File: src/rtl/addrwin_pkg.sv
// rtl/addrwin_pkg.sv - shared types and constants for the I/O address-window decoder
// Build option: ADDRWIN_MISS_CNT_EN enables the decode-miss counter in addrwin_decoder.
package addrwin_pkg;

  localparam int WIN_ADDR_W = 16;  // host I/O address width carried in a window entry
  localparam int SLOT_W     = 3;   // peripheral slot code width
  localparam int IDX_W      = 3;   // window index width
  localparam int MISS_CNT_W = 16;  // decode-miss counter width

  typedef enum logic [1:0] {
    S_IDLE  = 2'd0,
    S_MATCH = 2'd1,
    S_HOLD  = 2'd2
  } state_e;

  typedef struct packed {
    logic                  en;
    logic [WIN_ADDR_W-1:0] base;
    logic [WIN_ADDR_W-1:0] mask;  // 1 = bit is compared
    logic [SLOT_W-1:0]     slot;
  } win_t;

endpackage

File: src/rtl/addrwin_prio_match.sv
// rtl/addrwin_prio_match.sv - combinational fixed-priority window match
// Ports:
//   win_table - the window table (entry 0 has the highest priority)
//   addr_i    - latched host address to decode
//   hit_o     - at least one enabled window matched
//   idx_o     - index of the lowest matching window (0 on no hit)
//   slot_o    - slot of the lowest matching window (0 on no hit)
module addrwin_prio_match
  import addrwin_pkg::*;
#(
  parameter int NUM_WINDOWS = 8
) (
  input  win_t [NUM_WINDOWS-1:0] win_table,
  input  logic [WIN_ADDR_W-1:0]  addr_i,
  output logic                   hit_o,
  output logic [IDX_W-1:0]       idx_o,
  output logic [SLOT_W-1:0]      slot_o
);

  // Scan from the highest index down so the lowest hitting index is the last
  // assignment and therefore wins.
  always_comb begin
    hit_o  = 1'b0;
    idx_o  = '0;
    slot_o = '0;
    for (int i = NUM_WINDOWS - 1; i >= 0; i--) begin
      if (win_table[i].en &&
          ((addr_i & win_table[i].mask) == (win_table[i].base & win_table[i].mask))) begin
        hit_o  = 1'b1;
        idx_o  = IDX_W'(i);
        slot_o = win_table[i].slot;
      end
    end
  end

endmodule

File: src/rtl/addrwin_decoder.sv
// rtl/addrwin_decoder.sv - programmable I/O address-window decoder with write-once lock
// Build option: ADDRWIN_MISS_CNT_EN builds a saturating decode-miss counter;
// when undefined miss_count is tied to 0.
// Ports:
//   clk, rst_n       - clock, asynchronous active-low reset
//   iorq_n, addr     - host /IORQ (asynchronous) and I/O address
//   cfg_we .. cfg_lock - window table write port
//   cfg_ready        - a table write can be accepted this cycle
//   cfg_err          - one-cycle pulse after a rejected write
//   win_valid, sel_slot, win_idx - decode result, held until /IORQ deasserts
//   miss_count       - number of transactions that matched no window
module addrwin_decoder
  import addrwin_pkg::*;
#(
  parameter int NUM_WINDOWS = 8,
  parameter int ADDR_W      = WIN_ADDR_W,
  parameter int NUM_SLOTS   = 5
) (
  input  logic                  clk,
  input  logic                  rst_n,
  input  logic                  iorq_n,
  input  logic [ADDR_W-1:0]     addr,
  input  logic                  cfg_we,
  input  logic [IDX_W-1:0]      cfg_idx,
  input  logic [ADDR_W-1:0]     cfg_base,
  input  logic [ADDR_W-1:0]     cfg_mask,
  input  logic [SLOT_W-1:0]     cfg_slot,
  input  logic                  cfg_en,
  input  logic                  cfg_lock,
  output logic                  cfg_ready,
  output logic                  cfg_err,
  output logic                  win_valid,
  output logic [SLOT_W-1:0]     sel_slot,
  output logic [IDX_W-1:0]      win_idx,
  output logic [MISS_CNT_W-1:0] miss_count
);

  state_e                  state_q, state_d;
  logic                    iorq_meta_q, iorq_meta_d;
  logic                    iorq_s_q, iorq_s_d;
  logic [ADDR_W-1:0]       addr_q, addr_d;
  win_t [NUM_WINDOWS-1:0]  table_q, table_d;
  logic                    lock_q, lock_d;
  logic                    cfg_err_q, cfg_err_d;
  logic                    win_valid_q, win_valid_d;
  logic [SLOT_W-1:0]       sel_slot_q, sel_slot_d;
  logic [IDX_W-1:0]        win_idx_q, win_idx_d;

  logic                    m_hit;
  logic [IDX_W-1:0]        m_idx;
  logic [SLOT_W-1:0]       m_slot;
  logic                    cfg_legal;
  logic                    cfg_accept;

  addrwin_prio_match #(
    .NUM_WINDOWS (NUM_WINDOWS)
  ) u_match (
    .win_table (table_q),
    .addr_i    (addr_q),
    .hit_o     (m_hit),
    .idx_o     (m_idx),
    .slot_o    (m_slot)
  );

  assign cfg_ready  = (state_q == S_IDLE) && !lock_q;
  assign cfg_legal  = (int'(cfg_idx) < NUM_WINDOWS) && (int'(cfg_slot) < NUM_SLOTS);
  assign cfg_accept = cfg_we && cfg_ready && cfg_legal;

  always_comb begin
    // Two-flop /IORQ synchronizer
    iorq_meta_d = iorq_n;
    iorq_s_d    = iorq_meta_q;

    state_d     = state_q;
    addr_d      = addr_q;
    table_d     = table_q;
    lock_d      = lock_q;
    win_valid_d = win_valid_q;
    sel_slot_d  = sel_slot_q;
    win_idx_d   = win_idx_q;
    cfg_err_d   = cfg_we && !cfg_accept;

    if (cfg_accept) begin
      for (int i = 0; i < NUM_WINDOWS; i++) begin
        if (int'(cfg_idx) == i) begin
          table_d[i].en   = cfg_en;
          table_d[i].base = cfg_base;
          table_d[i].mask = cfg_mask;
          table_d[i].slot = cfg_slot;
        end
      end
      if (cfg_lock) begin
        lock_d = 1'b1;
      end
    end

    case (state_q)
      S_IDLE: begin
        win_valid_d = 1'b0;
        sel_slot_d  = '0;
        win_idx_d   = '0;
        if (!iorq_s_q) begin
          addr_d  = addr;
          state_d = S_MATCH;
        end
      end
      S_MATCH: begin
        // A table write on the preceding IDLE edge is already in table_q here.
        win_valid_d = m_hit;
        sel_slot_d  = m_slot;
        win_idx_d   = m_idx;
        state_d     = S_HOLD;
      end
      S_HOLD: begin
        if (iorq_s_q) begin
          win_valid_d = 1'b0;
          sel_slot_d  = '0;
          win_idx_d   = '0;
          state_d     = S_IDLE;
        end
      end
      default: begin
        win_valid_d = 1'b0;
        sel_slot_d  = '0;
        win_idx_d   = '0;
        state_d     = S_IDLE;
      end
    endcase
  end

  always_ff @(posedge clk or negedge rst_n) begin
    if (!rst_n) begin
      state_q     <= S_IDLE;
      iorq_meta_q <= 1'b1;
      iorq_s_q    <= 1'b1;
      addr_q      <= '0;
      table_q     <= '0;
      lock_q      <= 1'b0;
      cfg_err_q   <= 1'b0;
      win_valid_q <= 1'b0;
      sel_slot_q  <= '0;
      win_idx_q   <= '0;
    end else begin
      state_q     <= state_d;
      iorq_meta_q <= iorq_meta_d;
      iorq_s_q    <= iorq_s_d;
      addr_q      <= addr_d;
      table_q     <= table_d;
      lock_q      <= lock_d;
      cfg_err_q   <= cfg_err_d;
      win_valid_q <= win_valid_d;
      sel_slot_q  <= sel_slot_d;
      win_idx_q   <= win_idx_d;
    end
  end

  assign cfg_err   = cfg_err_q;
  assign win_valid = win_valid_q;
  assign sel_slot  = sel_slot_q;
  assign win_idx   = win_idx_q;

`ifdef ADDRWIN_MISS_CNT_EN
  logic [MISS_CNT_W-1:0] miss_cnt_q, miss_cnt_d;

  always_comb begin
    miss_cnt_d = miss_cnt_q;
    if ((state_q == S_MATCH) && !m_hit && (miss_cnt_q != {MISS_CNT_W{1'b1}})) begin
      miss_cnt_d = miss_cnt_q + 1'b1;
    end
  end

  always_ff @(posedge clk or negedge rst_n) begin
    if (!rst_n) begin
      miss_cnt_q <= '0;
    end else begin
      miss_cnt_q <= miss_cnt_d;
    end
  end

  assign miss_count = miss_cnt_q;
`else
  assign miss_count = '0;
`endif

endmodule

File: config.mk
export PLATFORM = sky130hd
export DESIGN_NAME = addrwin_decoder
export DESIGN_NICKNAME = d
export VERILOG_FILES = /design/src/rtl/addrwin_pkg.sv /design/src/rtl/addrwin_prio_match.sv /design/src/rtl/addrwin_decoder.sv
export SDC_FILE = /design/constraint.sdc
export NUM_CORES = 1
export LEC_CHECK = 0
export CELL_PAD_IN_SITES_DETAIL_PLACEMENT = 2
export CELL_PAD_IN_SITES_GLOBAL_PLACEMENT = 2
export CORE_MARGIN = 1
export CORE_UTILIZATION = 46
export DETAILED_ROUTE_END_ITERATION = 10
export GPL_TIMING_DRIVEN = 0
export PLACE_DENSITY_LB_ADDON = 0.1
export REMOVE_ABC_BUFFERS = 1
export SLEW_MARGIN = 30
export SYNTH_ARGS = -nofsm -noshare
export SYNTH_HDL_FRONTEND = slang
export SYNTH_SLANG_ARGS = --single-unit
File: constraint.sdc
create_clock -name clk -period 6.02 [get_ports clk]
set_input_delay 0.903 -clock clk [delete_from_list [all_inputs] [get_ports clk]]
set_output_delay 0.903 -clock clk [all_outputs]
set_load 0.005 [all_outputs]
==> metrics <==
outcome=finished, violations left; failing checks=DRC; Worst Max-Slew Pin Slew=between 0.8 and 0.9 ns; Required @ worst endpoint=6.42 ns; CTS root buf=clkbuf_16; cts bufs inserted=37; CP startpoint kind=primary input; Leak Pwr=0.00793 uW; Placed Cells=~1500; skew final=between 0.008 and 0.009 ns; most frequent CP cell=buf_4; Starting Density=47.0%; Internal Pwr Total=about 5500 uW; fmax=about 310 MHz; Sink Count=between 300 and 400; Gate power share=a little under a third; Area Overhead vs Synth=16.4%; Hold-fix buffers, CTS=0; post-route minimum period=3.23 ns; crit path cell chain=clkdlybuf4s50_1, o21ai_0, and3_2, nand2b_2, nor3b_2, buf_4, buf_4, buf_4, buf_4, mux2_2; routability cong.=roughly 0.81; mapped cell area=about 14000 um^2; final setup fails=0; Final WS setup=~2.8 ns; CP arrival=3.63 ns; multi-input logic area=~6100 um^2; maximum fanout along the worst path=9; die footprint=about 32000 um^2; remaining antenna violation count after routing=0; Final Max Slew Viols=0; Core Rows=64; Skew-Pair Late Insertion Delay=around 0.5 ns; Die Y-Extent=about 180 um; crit-path leading delay family=buffers and inverters; Core Area=30700 um^2; first-pass GRT wire length=between 60 and 70 mm; Reg area=roughly 7900 um^2; Buf/Inv on CP=5; Slew HR=40.4%; register area share after synthesis=54.9%; routed vias=between 8000 and 9000; Hold Crit Class=primary input to async pin; Hold Fails Final Rpt=0; Syn Area/Cell=14.2 um^2; number of flops mapped to enable cells by yosys=0; Post-CTS Setup Bufs=0; I/O pin cnt=between 80 and 90; post-synth cell types=60; Hold Slack=roughly 0.28 ns; Layout fillers=about 2800; worst setup path startpoint=cfg_slot[1]; CP max stage delay=0.60 ns; worst vdd ir=0.000252 V; post-synthesis async set-or-reset flop share=100%; Post-CTS Resized=0; Yosys Warn Count=0; vias in the first global route=about 10000; PD cells=507 nW/um^2; H-tree depth=2; total inserted antenna cells=0; Post-Place Worst Slack=around 2.3 ns; clk slew on worst S/H paths=approximately 0.060 ns; endpoint class of the critical path=register; fin util=a little over half; share of cells above drive strength 1=36.2%; sequential power share=approximately 44%; drt drc=17; Max clock buf depth=3; max cap viols=0; NetSw=approximately 3000 uW; Final nets=1169; Die X=179 um; CTS tree=built; commonest register cell after synthesis=dfrtp_1; category of the critical setup timing path=primary input to register; RSZ-0062 raised after global routing=false; #FFs+latches synth=about 320; total gr overflow=0; I/O Buffers=68; period utilization=between 50 and 60%; clock network fraction of design power=between 20% and 30%; Layout Cells excl Fill=roughly 1500; WL/cell=~28 um; post-detail-place hpwl=slightly below 30 mm; largest net degree at the start of global routing=84; Routed WL=between 40 and 50 mm; antenna violations before repair=1; violation count after the first detailed-route iteration=approximately 400; Total Routing Usage GR=28.0%; R2R Path Start=addr_q[3]$_DFFE_PN0P_; Mapped Cells=slightly above 1000; vias per inst=5.82; slowest CP cell=clkdlybuf4s50_1; first drt pass iteration count=8; Switching Fraction=35.7%
-- registers in the layout (all words and copies together) (netlist names) --
name / cells
table_q: 288
addr_q: 16
sel_slot: 3
win_idx: 3
state_q: 2
cfg_err: 1
iorq_meta_q: 1
iorq_s_q: 1
lock_q: 1
win_valid: 1
-- worst paths after layout --
kind | to | slack [ns] | cells after the start
max in group asynchronous | addr_q[0]$_DFFE_PN0P_ | 4.66 | 3
worst max register to register | sel_slot[1]$_DFFE_PN0P_ | 3.06 | 7
min in group clk | iorq_s_q$_DFF_PN1_ | 0.36 | 0
worst max-delay path | table_q[77]$_DFFE_PN0P_ | 2.79 | 10
worst min register to register | iorq_s_q$_DFF_PN1_ | 0.36 | 0
worst min-delay path | table_q[232]$_DFFE_PN0P_ | 0.28 | 1
-- area by class of cell --
| cell class | count | area share [%] |
|---|---|---|
| Clock inverter | 7 | 0.394 |
| Inverter | 7 | 0.156 |
| Tap cell | 396 | 2.95 |
| Clock buffer | 60 | 6.75 |
| Timing Repair Buffer | 98 | 6.39 |
| Multi-Input combinational cell | 648 | 36.2 |
| Sequential cell | 317 | 47.2 |
-- routing by layer --
layer / share of wire, % / vias to the layer above / track usage (%)
li1: - / 3847 / -
met4: 2.7 / 0 / 8.19
met5: 0 / - / 0
met3: 3.9 / 78 / 3.97
met1: 43 / 4792 / 36.5
met2: 50 / 210 / 48.3
-- metrics by stage --
stage / TNS [ns] / instance area, um^2 / total power (uW)
final: 0 / 16800 / 8530
after global routing: 0 / 16800 / 8940
after CTS: 0 / 16800 / 8600
after detailed placement: 0 / 15600 / 6270
after global placement: -3393.38 / 15200 / 6060
after floorplan: 0 / 14000 / 5130
-- worst reg2reg max path: stages, from the launching register on --
cell and delay, ns:
dfrtp_1 0.78, xor2_1 0.14, a22oi_1 0.58, nand4_1 0.32, or3_4 0.47, a311oi_1 0.29
nand3b_1 0.15, nand3_1 0.09
-- layout by cell type, fill, tap and decap left out, drive strengths merged, types with 3 or more instances in the layout --
cell type	instances
a22oi	63
nor3	7
nor4	3
buf	31
and4	6
xor2	128
dfrtp	315
and3	6
nand2b	5
nand4	15
o21ai	7
mux2	302
nand3	5
nand3b	5
inv	8
clkinv	4
a222oi	6
nor2	5
clkbuf	60
nand2	27
clkdlybuf4s50	67
conb	16
a32o	3
a21oi	4
a21o	3
nor3b	5
-- logic make-up after synthesis --
family,share of synthesized area [%]
and+or+nand+nor,4.26
AOI/OAI and AO/OA,5.76
buffers and inverters,3.64
other,0.0259
muxes,23.7
xor gates and xnor gates,7.76
DFF,54.9
-- power by group through the flow --
stage | sequential (uW) | combinational [uW] | clock [uW]
final | 3730 | 2590 | 2210
after global routing | 3820 | 2790 | 2330
after CTS | 3730 | 2610 | 2260
after detailed placement | 3720 | 2550 | 0
after global placement | 3650 | 2410 | 0
after floorplan | 3450 | 1680 | 0
-- synth_stat cells (3+ instances only) --
master	n	area, um^2
a21o_1	3	22.5
a21oi_1	4	20.0
a222oi_1	6	60.1
a22oi_1	63	473
a32o_1	3	30.0
and3_1	4	25.0
and4_1	6	52.6
buf_2	9	45.0
buf_4	35	263
buf_6	16	180
dfrtp_1	315	7880
inv_1	7	26.3
mux2_2	301	3390
nand2_1	26	97.6
nand2b_1	4	25.0
nand3_1	3	15.0
nand3b_1	5	37.5
nand4_1	15	93.8
nor2_1	4	15.0
nor3_2	3	30.0
nor3b_1	3	22.5
o21ai_0	4	20.0
o21ai_1	3	15.0
xor2_1	128	1120
(Power assumes the default switching activity.)
==> variant (config.mk and constraints unchanged) <==
The 3 states of `state_e` get a one-hot encoding in 3 bits.
--- a/src/rtl/addrwin_pkg.sv
+++ b/src/rtl/addrwin_pkg.sv
@@ -7,10 +7,10 @@
   localparam int IDX_W      = 3;   // window index width
   localparam int MISS_CNT_W = 16;  // decode-miss counter width
 
-  typedef enum logic [1:0] {
-    S_IDLE  = 2'd0,
-    S_MATCH = 2'd1,
-    S_HOLD  = 2'd2
+  typedef enum logic [2:0] {
+    S_IDLE  = 3'b001,
+    S_MATCH = 3'b010,
+    S_HOLD  = 3'b100
   } state_e;
 
   typedef struct packed {
Check against the original RTL: same outputs for any inputs over 4 cycles, from zero or initial values and one cycle with rst_n low; so few cycles prove little.
==> variant against the unedited design <==
  * Area after synthesis down 0.59%
  * Cell area is essentially flat
  * Setup slack worse by 130 ps
  * Total power increased by 1.6%
  * Fmax fell by 3.9%
  * Via count is 2.5% lower
  * Sequential cell count increased by 1
  * Largest cell class unchanged
  * Wire length shrank 4.2%
  * Utilization grew 0.16 points
  * Non-clock buffer count is 4 lower
==> variant: results <==
metrics = {
    "global_route": {
        "grt_use_met3": 0.0341,
        "grt_first_pass_wirelength_mm": 63.7,
        "grt_max_degree": 73,
        "met2_usage": 0.463,
        "antenna_found_initial": 1,
        "grtUsageTotal": 0.274,
        "grt_pass1_vias": 10100,
        "grt.met1_usage": 0.360,
    },
    "clock_tree": {
        "cts_htree_levels": 2,
        "cts_resized": 0,
        "clock_insertion_delay_worst_skew_ps": 530,
        "clkSlewWorstSetupHoldPaths_ps": 60,
        "cts_setup_buffers": 0,
        "cts_made_buffers": 37,
    },
    "power_and_ir_drop": {
        "swShare": 0.350,
        "clock_power_w": 0.00221,
        "seq_power_w": 0.00384,
        "p_leak_nw": 7.90,
        "ir_drop_uv": 307,
        "intPower_w": 0.00563,
    },
    "route": {
        "first_pass_iters": 4,
        "wl_met2_mm": 20.6,
        "drt_iter0_markers": 459,
        "via_per_inst": 5.73,
        "wl_per_cell_um": 27.3,
        "vias": 8706,
        "route.met3.wl_mm": 1.51,
        "met1_length_mm": 17.9,
    },
    "timing": {
        "fin_worst_skew_ps": 25.8,
        "fin_crit_sh": 0.559,
        "relSlewSlack": 0.366,
        "fin_hold_ws_ps": 304,
    },
    "hold_path": {
        "hold_class": "primary input to async pin",
    },
    "layout": {
        "drive_gt1_frac": 0.351,
        "layout_commonest_cell": "dfrtp_1",
        "nFillCells": 2775,
        "fin_nets": 1156,
    },
    "setup_path": {
        "max_stage_delay_ps": 630,
        "cp_top_family": "buffers and inverters",
        "r2r.worst_path.cells": 7,
        "crit_end": "table_q[98]",
        "cp_max_fo": 9,
        "worstSetupStartpoint": "cfg_slot[0]",
        "cp_data_arrival_time_ps": 3770,
        "rrSetupSlack_ps": 2950,
        "regToRegStartpoint": "addr_q[5]",
        "r2r_end": "sel_slot[2]",
    },
    "logic_synthesis": {
        "yosysWarnings": 0,
        "avgSynthCellArea_um2": 14.2,
        "synth_cell_types": 52,
        "async_flop_share": 1.00,
        "synth_area_leaders": "dfrtp_1, mux2_2, xor2_1, mux2_4, a22oi_1",
        "seq_area_frac_synth": 0.554,
        "synthTopCellsByCount": "dfrtp_1, mux2_2, xor2_1",
    },
    "place": {
        "place_area_um2": 15600,
        "preCtsSetupSlack_ps": 2160,
        "globalplace.congestion": 0.745,
        "place_inst": 1453,
        "dpl.hpwl_mm": 28.5,
    },
    "run_status": {
        "status": "complete, no violations",
    },
}
variant: cell count changes after synthesis, moves of 4 or more:
cell	unedited run	this run
a22oi_1	63	52
buf_6	16	10
nand2_1	26	35
mux2_4	0	30
mux2_2	301	262
o211ai_1	0	7
o21ai_0	4	9
buf_2	9	13
variant: area by class of cell:
class                      count  area (um^2)  area share
clock inverter                10          114     0.00677
clock buffer                  57         1070      0.0637
inverter                      10         37.5     0.00223
tap                          396          495      0.0294
sequential                   318         7960       0.473
timing repair buffer          94         1130      0.0671
multi-input combinational    635         6020       0.358
variant: kinds of logic (layout without fill, tap and decap cells):
kind of cell / after synthesis / count (layout) / share of synthesized area
AO/OA/AOI/OAI: 96 / 96 / 0.0518
other: 1 / 16 / 0.000261
XOR/XNOR: 128 / 128 / 0.0780
multiplexers: 297 / 297 / 0.240
buffers and inverters: 73 / 171 / 0.0354
AND/OR/NAND/NOR: 98 / 98 / 0.0401
flip-flops: 318 / 318 / 0.554
